<file path="config.mk">
export PLATFORM = sky130hd
export DESIGN_NAME = muldiv_unit
export DESIGN_NICKNAME = d
export VERILOG_FILES = /design/src/rtl/muldiv_unit.sv
export SDC_FILE = /design/constraint.sdc
export NUM_CORES = 1
export LEC_CHECK = 0
export CORE_MARGIN = 10
export CORE_UTILIZATION = 62
export CTS_BUF_LIST = sky130_fd_sc_hd__clkbuf_8
export CTS_CLUSTER_DIAMETER = 60
export DETAILED_ROUTE_END_ITERATION = 8
export DONT_BUFFER_PORTS = 1
export PLACE_DENSITY_LB_ADDON = 0.1
export SETUP_SLACK_MARGIN = 0.02
export SYNTH_ARGS = -nofsm -noshare
export SYNTH_HDL_FRONTEND = slang
export SYNTH_SLANG_ARGS = --single-unit
</file>
<file path="constraint.sdc">
create_clock -name clock -period 4.6 [get_ports clock]
set_input_delay 0.23 -clock clock [delete_from_list [all_inputs] [get_ports clock]]
set_output_delay 0.23 -clock clock [all_outputs]
set_load 0.05 [all_outputs]
</file>
<file path="src/rtl/muldiv_unit.sv">
// Shared sequential multiply/divide engine for the HI/LO registers.
// Radix-2 shift-add multiply and restoring divide over one 2*WIDTH accumulator.
module muldiv_unit #(
    parameter int unsigned WIDTH = 32
) (
    input  logic             clock,
    input  logic             reset,
    input  logic             start,
    input  logic [1:0]       op,
    input  logic [WIDTH-1:0] a,
    input  logic [WIDTH-1:0] b,
    output logic             busy,
    output logic             done,
    output logic [WIDTH-1:0] hi,
    output logic [WIDTH-1:0] lo,
    output logic             div_zero
);

    localparam int unsigned CNT_W = $clog2(WIDTH) + 1;
    localparam int unsigned AW    = 2 * WIDTH;

    typedef enum logic [1:0] {IDLE, CALC, FIX, ZDIV} state_t;

    state_t           state, state_n;
    logic [AW-1:0]    acc, acc_n;
    logic [WIDTH-1:0] opd, opd_n;
    logic [CNT_W-1:0] cnt, cnt_n;
    logic             is_div, is_div_n;
    logic             sa, sa_n, sb, sb_n;
    logic [WIDTH-1:0] hi_n, lo_n;
    logic             busy_n, done_n, dz_n;

    logic             signed_op, a_neg, b_neg, zdiv;
    logic [WIDTH-1:0] a_mag, b_mag;
    logic [WIDTH:0]   msum, dtrial;
    logic [AW-1:0]    mul_step, div_step, prod_neg;
    logic [WIDTH-1:0] quo, rem;

    // State and datapath registers
    always_ff @(posedge clock or negedge reset) begin
        if (!reset) begin
            state    <= IDLE;
            acc      <= '0;
            opd      <= '0;
            cnt      <= '0;
            is_div   <= 1'b0;
            sa       <= 1'b0;
            sb       <= 1'b0;
            hi       <= '0;
            lo       <= '0;
            busy     <= 1'b0;
            done     <= 1'b0;
            div_zero <= 1'b0;
        end else begin
            state    <= state_n;
            acc      <= acc_n;
            opd      <= opd_n;
            cnt      <= cnt_n;
            is_div   <= is_div_n;
            sa       <= sa_n;
            sb       <= sb_n;
            hi       <= hi_n;
            lo       <= lo_n;
            busy     <= busy_n;
            done     <= done_n;
            div_zero <= dz_n;
        end
    end

    // Next-state, datapath step and result fix-up
    always_comb begin
        state_n  = state;
        acc_n    = acc;
        opd_n    = opd;
        cnt_n    = cnt;
        is_div_n = is_div;
        sa_n     = sa;
        sb_n     = sb;
        hi_n     = hi;
        lo_n     = lo;
        done_n   = 1'b0;
        dz_n     = div_zero;

        signed_op = ~op[0];
        a_neg     = a[WIDTH-1] & signed_op;
        b_neg     = b[WIDTH-1] & signed_op;
        a_mag     = a_neg ? (~a + WIDTH'(1)) : a;
        b_mag     = b_neg ? (~b + WIDTH'(1)) : b;
        zdiv      = op[1] && (b == '0);

        // Multiply: add multiplicand into upper half when the low bit is set, then shift right
        msum     = {1'b0, acc[AW-1:WIDTH]} + {1'b0, opd & {WIDTH{acc[0]}}};
        mul_step = {msum, acc[WIDTH-1:1]};

        // Divide: trial-subtract divisor from the shifted partial remainder
        dtrial   = acc[AW-1:WIDTH-1] - {1'b0, opd};
        div_step = dtrial[WIDTH] ? {acc[AW-2:0], 1'b0}
                                 : {dtrial[WIDTH-1:0], acc[WIDTH-2:0], 1'b1};

        prod_neg = ~acc + AW'(1);
        quo      = acc[WIDTH-1:0];
        rem      = acc[AW-1:WIDTH];

        case (state)
            IDLE: begin
                if (start && !done) begin
                    is_div_n = op[1];
                    sa_n     = a_neg;
                    sb_n     = b_neg;
                    cnt_n    = '0;
                    dz_n     = 1'b0;
                    if (op[1]) begin
                        acc_n = {WIDTH'(0), (zdiv ? a : a_mag)};
                        opd_n = b_mag;
                    end else begin
                        acc_n = {WIDTH'(0), b_mag};
                        opd_n = a_mag;
                    end
                    state_n = zdiv ? ZDIV : CALC;
                end
            end
            CALC: begin
                acc_n = is_div ? div_step : mul_step;
                cnt_n = cnt + CNT_W'(1);
                if (cnt == CNT_W'(WIDTH - 1)) state_n = FIX;
            end
            FIX: begin
                if (is_div) begin
                    lo_n = (sa ^ sb) ? (~quo + WIDTH'(1)) : quo;
                    hi_n = sa ? (~rem + WIDTH'(1)) : rem;
                end else begin
                    {hi_n, lo_n} = (sa ^ sb) ? prod_neg : acc;
                end
                done_n  = 1'b1;
                state_n = IDLE;
            end
            ZDIV: begin
                hi_n    = acc[WIDTH-1:0];
                lo_n    = '1;
                dz_n    = 1'b1;
                done_n  = 1'b1;
                state_n = IDLE;
            end
            default: state_n = IDLE;
        endcase

        busy_n = (state_n != IDLE);
    end

endmodule

</file>
# Word level (Yosys, flattened, before mapping)
# Index checks and enable logic that the tools add are counted.
# word_totals
elab_cells	73
ff_bits	174
# op_classes
n_eq_ne	5
n_addsub	8
bitwise_logic	10
n_reduce_logical	13
n_mux	25
# op_table
operator	count
$mux 32	9
$mux 64	4
$add 32x1->32 const B	4
$not 32->32	4
$pmux 32 s2	2
$pmux 64 s2	1
$add 64x1->64 const B	1
$not 64->64	1
$add 32x32->33	1
$sub 33x32->33	1
$and 32x32->32	1
$logic_not 32->1	1
$pmux 6 s2	1
$reduce_bool 2->1	4
$add 6x1->6 const B	1
$eq 6x5->1 const B	1
$mux 2	3
$mux 6	1
$pmux 2 s3	1
$reduce_and 2->1	3
$eq 2x2->1 const B	2
$and 1x1->1	2
$eq 2x1->1 const B	1
$logic_and 1x1->1	2
8 further kinds	9

# Depth between registers and ports, before layout
# Gate-level depths: netlist of run 1.
# depth
depth_word	7
ltp_mapped	14
mapped_depth_nobuf	13

# Worst setup path after synthesis of run 1
# Ideal clock, no wire load.
# synth_path
path_type	reg2reg
start	register acc[31]
end	register acc[63]
stages_incl_launch_ff	14
period_less_slack_ps	3270
path_slack_ps	1330
arrival_ps	3175
path_buffers	1
cell_sequence	dfrtp_1 > inv_1 > ha_1 > fa_1 > nand2b_1 > a21o_1 > a31o_1 > o211a_1 > o31a_1 > or3_4 > nand3_4 > buf_12 > o2111ai_2 > a311oi_2
# synth_between
elab_chain_len	4
# synth_lines
element	line	text
start, declared	25	logic [AW-1:0] acc, acc_n;
start signal, assigned	56	acc <= acc_n;
$sub 33x32->33	96	dtrial = acc[AW-1:WIDTH-1] - {1'b0, opd};
$mux 64	97	div_step = dtrial[WIDTH] ? {acc[AW-2:0], 1'b0}
$mux 64	123	acc_n = is_div ? div_step : mul_step;
$pmux 64 s2	104	case (state)
# No other way between the ends.
# A chain may end at the register's enable or synchronous reset.

# Worst setup path in the final report of run 1
# layout_path
start	register acc[31]
end	register acc[55]
# Same word-level chain as after synthesis.

==> results of run 1 <==
-- how the worst max path moves through the flow --
stage / from / end / slack (ns)
3_3_place_gp: acc[31]$_DFFE_PN0P_ / acc[52]$_DFFE_PN0P_ / 0.70
5_1_grt: acc[31]$_DFFE_PN0P_ / acc[55]$_DFFE_PN0P_ / 0.30
3_5_place_dp: acc[31]$_DFFE_PN0P_ / acc[55]$_DFFE_PN0P_ / 0.54
2_1_floorplan: acc[31]$_DFFE_PN0P_ / acc[63]$_DFFE_PN0P_ / 1.33
6_report: acc[31]$_DFFE_PN0P_ / acc[55]$_DFFE_PN0P_ / 0.49
4_1_cts: acc[31]$_DFFE_PN0P_ / acc[55]$_DFFE_PN0P_ / 0.52
-- worst reg2reg max path, stage by stage (launching register included) --
cell	delay, ns
dfrtp_1	0.43
inv_1	0.11
ha_1	0.24
fa_1	0.42
nand2b_1	0.20
a21o_1	0.18
a31o_1	0.21
o211a_1	0.25
o31a_1	0.37
o2111ai_1	0.38
nand3_4	0.53
buf_4	0.37
mux2i_1	0.16
o21ai_0	0.10
-- kinds of logic (layout without fill, tap and decap cells) --
kind of cell,count (synthesis),after routing,synth area share [%]
and+or+nand+nor,635,635,19.6
xor gates and xnor gates,195,195,11.1
DFF,174,174,28.3
AOI/OAI and AO/OA,610,610,24.6
muxes,82,82,5.54
adders and majority gates,71,71,5.87
buffers and inverters,194,148,4.98
-- Yosys cell counts, types with 25 or more instances --
library cell  instances  share of area [%]
ha_1                 69                5.6
nor2_1              208                5.1
xnor2_1              89                5.1
nor2b_1              25                1.0
clkbuf_1            110                2.7
nand3_1              33                1.1
xor2_1              106                6.0
nand2_1             190                4.6
mux2_2               26                1.9
nor3_1               39                1.3
mux2i_1              56                3.6
a21oi_1             167                5.4
o21ai_0             186                6.0
inv_1                65                1.6
dfrtp_1             174                 28
o211ai_1             31                1.5
a31oi_1              27                1.1
-- per-layer routing --
metal  vias to the layer above  global-route usage, %  share of wire [%]
li1                       6921                      -                  -
met1                      7043                   44.4                 41
met2                       867                   48.2                 43
met3                       110                   9.60                 12
met4                         0                   14.3                4.4
met5                         -                      0                  0
-- area by class of cell --
type / instances / area [um2] / area share [%]
inverters: 65 / 244 / 1.51
repair buffers: 51 / 460 / 2.84
flip-flops and latches: 174 / 4360 / 26.9
clock inverters: 15 / 215 / 1.33
well taps: 324 / 405 / 2.50
clock buffers: 17 / 234 / 1.44
multi-input cells: 1593 / 10300 / 63.5
-- sequential cells by signal, summed over array words and instances, names as in the netlist, 2 cells and up --
register / flops
opd: 32
lo: 32
cnt: 6
hi: 32
state: 2
acc: 64
-- where the power goes --
group,switching [mW],internal [mW],total [mW]
combinational,5.54,3.78,9.32
sequential,1.65,2.14,3.79
clock,0.779,0.445,1.22
-- stage by stage --
stage / util (%) / std cells / power (mW) / instance area [um2] / worst slack, ns
global placement: 63.6 / 2183 / 12.6 / 15500 / 0.701
global route: 66.5 / 2239 / 15.3 / 16200 / 0.299
finish: 66.5 / 2239 / 14.3 / 16200 / 0.493
floorplan: - / 1961 / 10.4 / 15400 / 1.33
detailed placement: 63.6 / 2183 / 12.8 / 15500 / 0.542
CTS: 66.4 / 2238 / 14.1 / 16200 / 0.521
-- repair_timing --
action | in CTS | in global routing
endpoints found under the hold margin | 207 | 2
hold buffers | 23 | 1
buffers inserted | 0 | 0
==> key figures, run 1 <==
Run status
  • Status: finished, final reports clean

Die
  • Die Width: 178 um
  • Die height: 178 um
  • Row count: 57
  • Initial Utilization: 63.1%
  • Boundary Pins: 136
  • Die area: 31,500 um2
  • Core area: 24,400 um2

GRT
  • Vias in the first global route: 13,903
  • Initial antenna violation count: 0
  • Gr usage total: 33.0%
  • First-pass GRT wire length: 81,200 um
  • Largest net degree at the start of global routing: 175
  • Total grt overflow: 0

Min path
  • Min-Delay Endpoint: acc[17]$_DFFE_PN0P_
  • Hold path cells: 2
  • Worst Hold Class: input port to register
  • Hold wc startpoint: a[17]

STA
  • Setup TNS: 0 ns
  • Actual slew at the worst max-slew pin: 1.24 ns
  • Slew Limit Headroom: 16.8%
  • Tcrit/Tclk final: 89.3%
  • Max Clk Rate: 244 MHz
  • Endpoints failing setup: 0
  • Final Hold Fails: 0
  • Worst clock skew: 0.0341 ns
  • Final period demand of the worst path: 4.11 ns
  • RSZ-0062 raised after global routing: false
  • Worst hold slack: 0.0154 ns
  • Final Max Tran Viols: 0

Cells and area
  • Share of layout cells above drive strength 1: 6.06%
  • Leading cell type in the layout, fill and taps excluded: nor2_1
  • Antenna cells: 0
  • Final nets: 2,042
  • Area delta synth->final: 5.28%
  • Fillcell total: 2,175
  • Most frequent cells in the layout: nor2_1 (207), nand2_1 (190), o21ai_0 (186), dfrtp_1 (172), a21oi_1 (167)

Route
  • Vias: 14,941
  • Post-DRT Antenna Nets: 0
  • Vias per cell: 6.67
  • Router iterations before antenna repair: 6
  • Drt total wl: 53,400 um
  • DR WL/cell: 23.9 um
  • DR DRC count: 0
  • Number of DRC markers in iteration 0: 2,066

Place
  • Hpwl dp: 39,900 um
  • RD Place Congestion: 0.998
  • Port Buf Inserts: 0

Setup path
  • Worst r2r path cells: 13
  • Reg-to-reg setup timing slack: 0.49 ns
  • Crit Path Class: register to register
  • Worst EP arrival: 4.45 ns
  • Slowest CP cell: nand3_4
  • Setup crit end kind: register
  • R2R Path End: acc[55]$_DFFE_PN0P_
  • Crit Path Max Fanout: 29
  • Worst path cell trace: inv_1 > ha_1 > fa_1 > nand2b_1 > a21o_1 > a31o_1 > o211a_1 > o31a_1 > o2111ai_1 > nand3_4 > buf_4 > mux2i_1 > o21ai_0
  • CP bufs+invs: 2
  • CP delay by family, top: compound AO/OA/AOI/OAI gates
  • WP depth: 13
  • Worst endpoint required time: 4.94 ns
  • Slowest cell delay on critical path: 0.53 ns
  • R2R Path Start: acc[31]$_DFFE_PN0P_
  • Startpoint types: register

Clock network
  • Clk slew on worst S/H paths: 0.12 ns
  • Clk sinks: 174
  • Clock latency at the later pin of the worst-skew pair: 0.51 ns
  • CTS resizes: 0
  • Clk buf depth: 2
  • Number of CTS-inserted buffers: 17
  • CTS tree: done
  • H-tree lvl count: 4
  • Root Buffer: clkbuf_8

Yosys
  • Number of synthesized register bits: 174
  • Number of flops mapped to enable cells by yosys: 0
  • Sequential share of the synthesized area: 28.3%
  • Post-Syn Nets: 2,101
  • Synthesized instance count: 1,961
  • FFs w/ async S/R, synth: 100%
  • Yosys Warn Count: 0
  • Distinct cells, synth: 78
  • Syn avg cell area: 7.85 um2
  • Ys flop type: dfrtp_1
  • Synthesized area: 15,400 um2

Pwr
  • Pwr/cell area: 885 nW/um2
  • Worst vdd ir: 0.522 mV
  • Leak Pwr: 6.64 nW

Flow run
  • Max-cap viol count: 0
Note: power is estimated with default switching activity, not from simulation.
==> inputs of run 2 (changes only) <==
--- a/config.mk
+++ b/config.mk
@@ -5,7 +5,7 @@
 export SDC_FILE = /design/constraint.sdc
 export NUM_CORES = 1
 export LEC_CHECK = 0
-export CORE_MARGIN = 10
+export CORE_MARGIN = 3
 export CORE_UTILIZATION = 62
 export CTS_BUF_LIST = sky130_fd_sc_hd__clkbuf_8
 export CTS_CLUSTER_DIAMETER = 60
==> run 2 against run 1 <==
Compared with the run above: non-clock buffer count is 3 lower; combinational power is essentially flat; count of clock-buffer cells in the layout did not move; largest cell class unchanged; hold slack worse by 0.014 ns; cell count decreased by 0.13%; fmax is 4.1% higher; core utilization decreased by 0.17 points; via count about the same; power down 0.34%.
==> key figures, run 2 (synthesis gave the netlist of run 1 again) <==
Run status
  • Status: finished, final reports clean

Die
  • Core area: 24,400 um2 (unchanged)
  • Die Width: 164 um (-7.9%)
  • Initial Utilization: 63.1% (unchanged)
  • Row count: 57 (unchanged)
  • Boundary Pins: 136 (unchanged)
  • Die height: 164 um (-7.9%)
  • Die area: 26,800 um2 (-15%)

STA
  • Final Max Tran Viols: 0 (unchanged)
  • Tcrit/Tclk final: 85.8% (-3.5 points)
  • Actual slew at the worst max-slew pin: 1.13 ns (-0.114 ns)
  • Setup TNS: 0 ns (unchanged)
  • Max Clk Rate: 254 MHz (+4.1%)
  • Final Hold Fails: 0 (unchanged)
  • RSZ-0062 raised after global routing: false
  • Slew Limit Headroom: 24.7% (+7.9 points)
  • Endpoints failing setup: 0 (unchanged)
  • Final period demand of the worst path: 3.94 ns (-0.162 ns)
  • Worst clock skew: 0.0359 ns (+0.00183 ns)

Route
  • Drt total wl: 52,900 um (-0.90%)
  • Vias per cell: 6.68 (+0.13%)
  • DR WL/cell: 23.7 um (-0.77%)
  • DR DRC count: 0 (unchanged)
  • Number of DRC markers in iteration 0: 1,828 (-12%)
  • Router iterations before antenna repair: 6 (unchanged)
  • Post-DRT Antenna Nets: 0 (unchanged)
  • Vias: 14,940 (-0.0067%)

Setup path
  • Worst EP arrival: 4.29 ns (-0.16 ns)
  • Crit Path Max Fanout: 26 (-10%)
  • Worst endpoint required time: 4.94 ns (about the same)
  • Setup crit end kind: register
  • Startpoint types: register
  • Crit Path Class: register to register

GRT
  • Vias in the first global route: 14,071 (+1.2%)
  • Total grt overflow: 0 (unchanged)
  • First-pass GRT wire length: 81,000 um (-0.18%)
  • Gr usage total: 39.1% (+6.2 points)
  • Initial antenna violation count: 0 (unchanged)
  • Largest net degree at the start of global routing: 175 (unchanged)

Pwr
  • Worst vdd ir: 0.573 mV (+9.8%)
  • Total power: 14.3 mW (-0.34%)
  • Pwr/cell area: 884 nW/um2 (about the same)
  • Leak Pwr: 6.62 nW (-0.26%)

Cells and area
  • Final nets: 2,039 (-0.15%)
  • Antenna cells: 0 (unchanged)
  • Share of layout cells above drive strength 1: 6.17% (+0.11 points)
  • Reg with most FFs: acc
  • Leading cell type in the layout, fill and taps excluded: nor2_1
  • Fillcell total: 2,166 (-0.41%)
  • Most frequent cells in the layout: nor2_1 (207), nand2_1 (190), o21ai_0 (186), dfrtp_1 (172), a21oi_1 (167)
  • Post-layout instance area: 16,200 um2 (-0.26%)
  • Max FFs per register: 64 (unchanged)
  • Area delta synth->final: 5.01%

Clock network
  • Clk sinks: 174 (unchanged)
  • H-tree lvl count: 4 (unchanged)
  • Post-CTS Setup Inserts: 0 (unchanged)
  • CTS resizes: 0 (unchanged)
  • Clk slew on worst S/H paths: 0.12 ns (about the same)
  • CTS tree: done
  • Number of CTS-inserted buffers: 17 (unchanged)
  • Root Buffer: clkbuf_8
  • Clock latency at the later pin of the worst-skew pair: 0.50 ns (about the same)
  • Clk buf depth: 2 (unchanged)

Place
  • RD Place Congestion: 0.995 (-0.31%)
  • Port Buf Inserts: 0 (unchanged)
  • DP Area: 15,500 um2 (about the same)
  • Hpwl dp: 39,700 um (-0.63%)

Flow run
  • Max-cap viol count: 0 (unchanged)

Min path
  • Worst Hold Class: input port to register
-- run 2: critical path, stage by stage, from the launching register on --
cell      delay, ns
dfrtp_1        0.48
inv_1          0.27
buf_4          0.33
nor2_1         0.09
ha_1           0.25
or4_1          0.49
o21ai_0        0.50
o211ai_1       0.26
a31o_2         0.29
a221oi_1       0.38
o21ai_0        0.18
xnor2_1        0.16
o221ai_1       0.13
-- run 2: report_power, final --
part	total, mW	switching, mW	leakage, nW	internal, mW
Clock	1.18	0.742	0.214	0.434
Sequential	3.77	1.62	2.00	2.15
Combinational	9.35	5.57	4.41	3.77
Total	14.3	7.94	6.62	6.35
-- run 2: what timing repair did --
item,4_1_cts,5_1_grt
hold endpoints to repair,200,0
setup endpoints to repair,0,0
hold buffers,19,0
-- run 2: layout make-up --
| class | count | area (um2) | area share, % |
|---|---|---|---|
| Clock buffer | 17 | 234 | 1.45 |
| Clock inverter | 15 | 208 | 1.28 |
| Inverter | 65 | 244 | 1.51 |
| Multi-Input combinational cell | 1593 | 10300 | 63.7 |
| Sequential cell | 174 | 4360 | 26.9 |
| Tap cell | 324 | 405 | 2.51 |
| Timing Repair Buffer | 48 | 425 | 2.63 |
-- run 2: worst paths after layout --
kind	start	to	slack, ns	cells after the start
setup / recovery	acc[0]$_DFFE_PN0P_	acc[61]$_DFFE_PN0P_	0.66	12
hold / removal	op[1]	opd[28]$_DFFE_PN0P_	0.002	3
setup reg to reg	acc[0]$_DFFE_PN0P_	acc[61]$_DFFE_PN0P_	0.66	12
hold reg to reg	state[1]$_DFF_PN0_	done$_DFF_PN0_	0.49	0
max in group asynchronous	reset	acc[46]$_DFFE_PN0P_	3.31	2
min in group asynchronous	reset	hi[18]$_DFFE_PN0P_	0.29	2
-- run 2: stage by stage --
stage	utilization [%]	setup WS, ns	cells	hold slack (ns)
3_3_place_gp	63.6	0.855	2185	-0.0622
5_1_grt	66.3	0.316	2236	0.00953
6_report	66.3	0.655	2236	0.00179
4_1_cts	66.3	0.727	2236	0.000771
2_1_floorplan	-	1.33	1961	-0.0656
3_5_place_dp	63.6	0.745	2185	-0.0620
-- run 2: metal layers --
| metal | GRT usage (%) | wire, um | vias to the layer above |
|---|---|---|---|
| met2 | 59.3 | 23200 | 805 |
| met4 | 17.8 | 2700 | 0 |
| met5 | 0 | 0 | - |
| met3 | 9.84 | 5610 | 140 |
| met1 | 52.7 | 21400 | 7079 |
| li1 | - | - | 6916 |
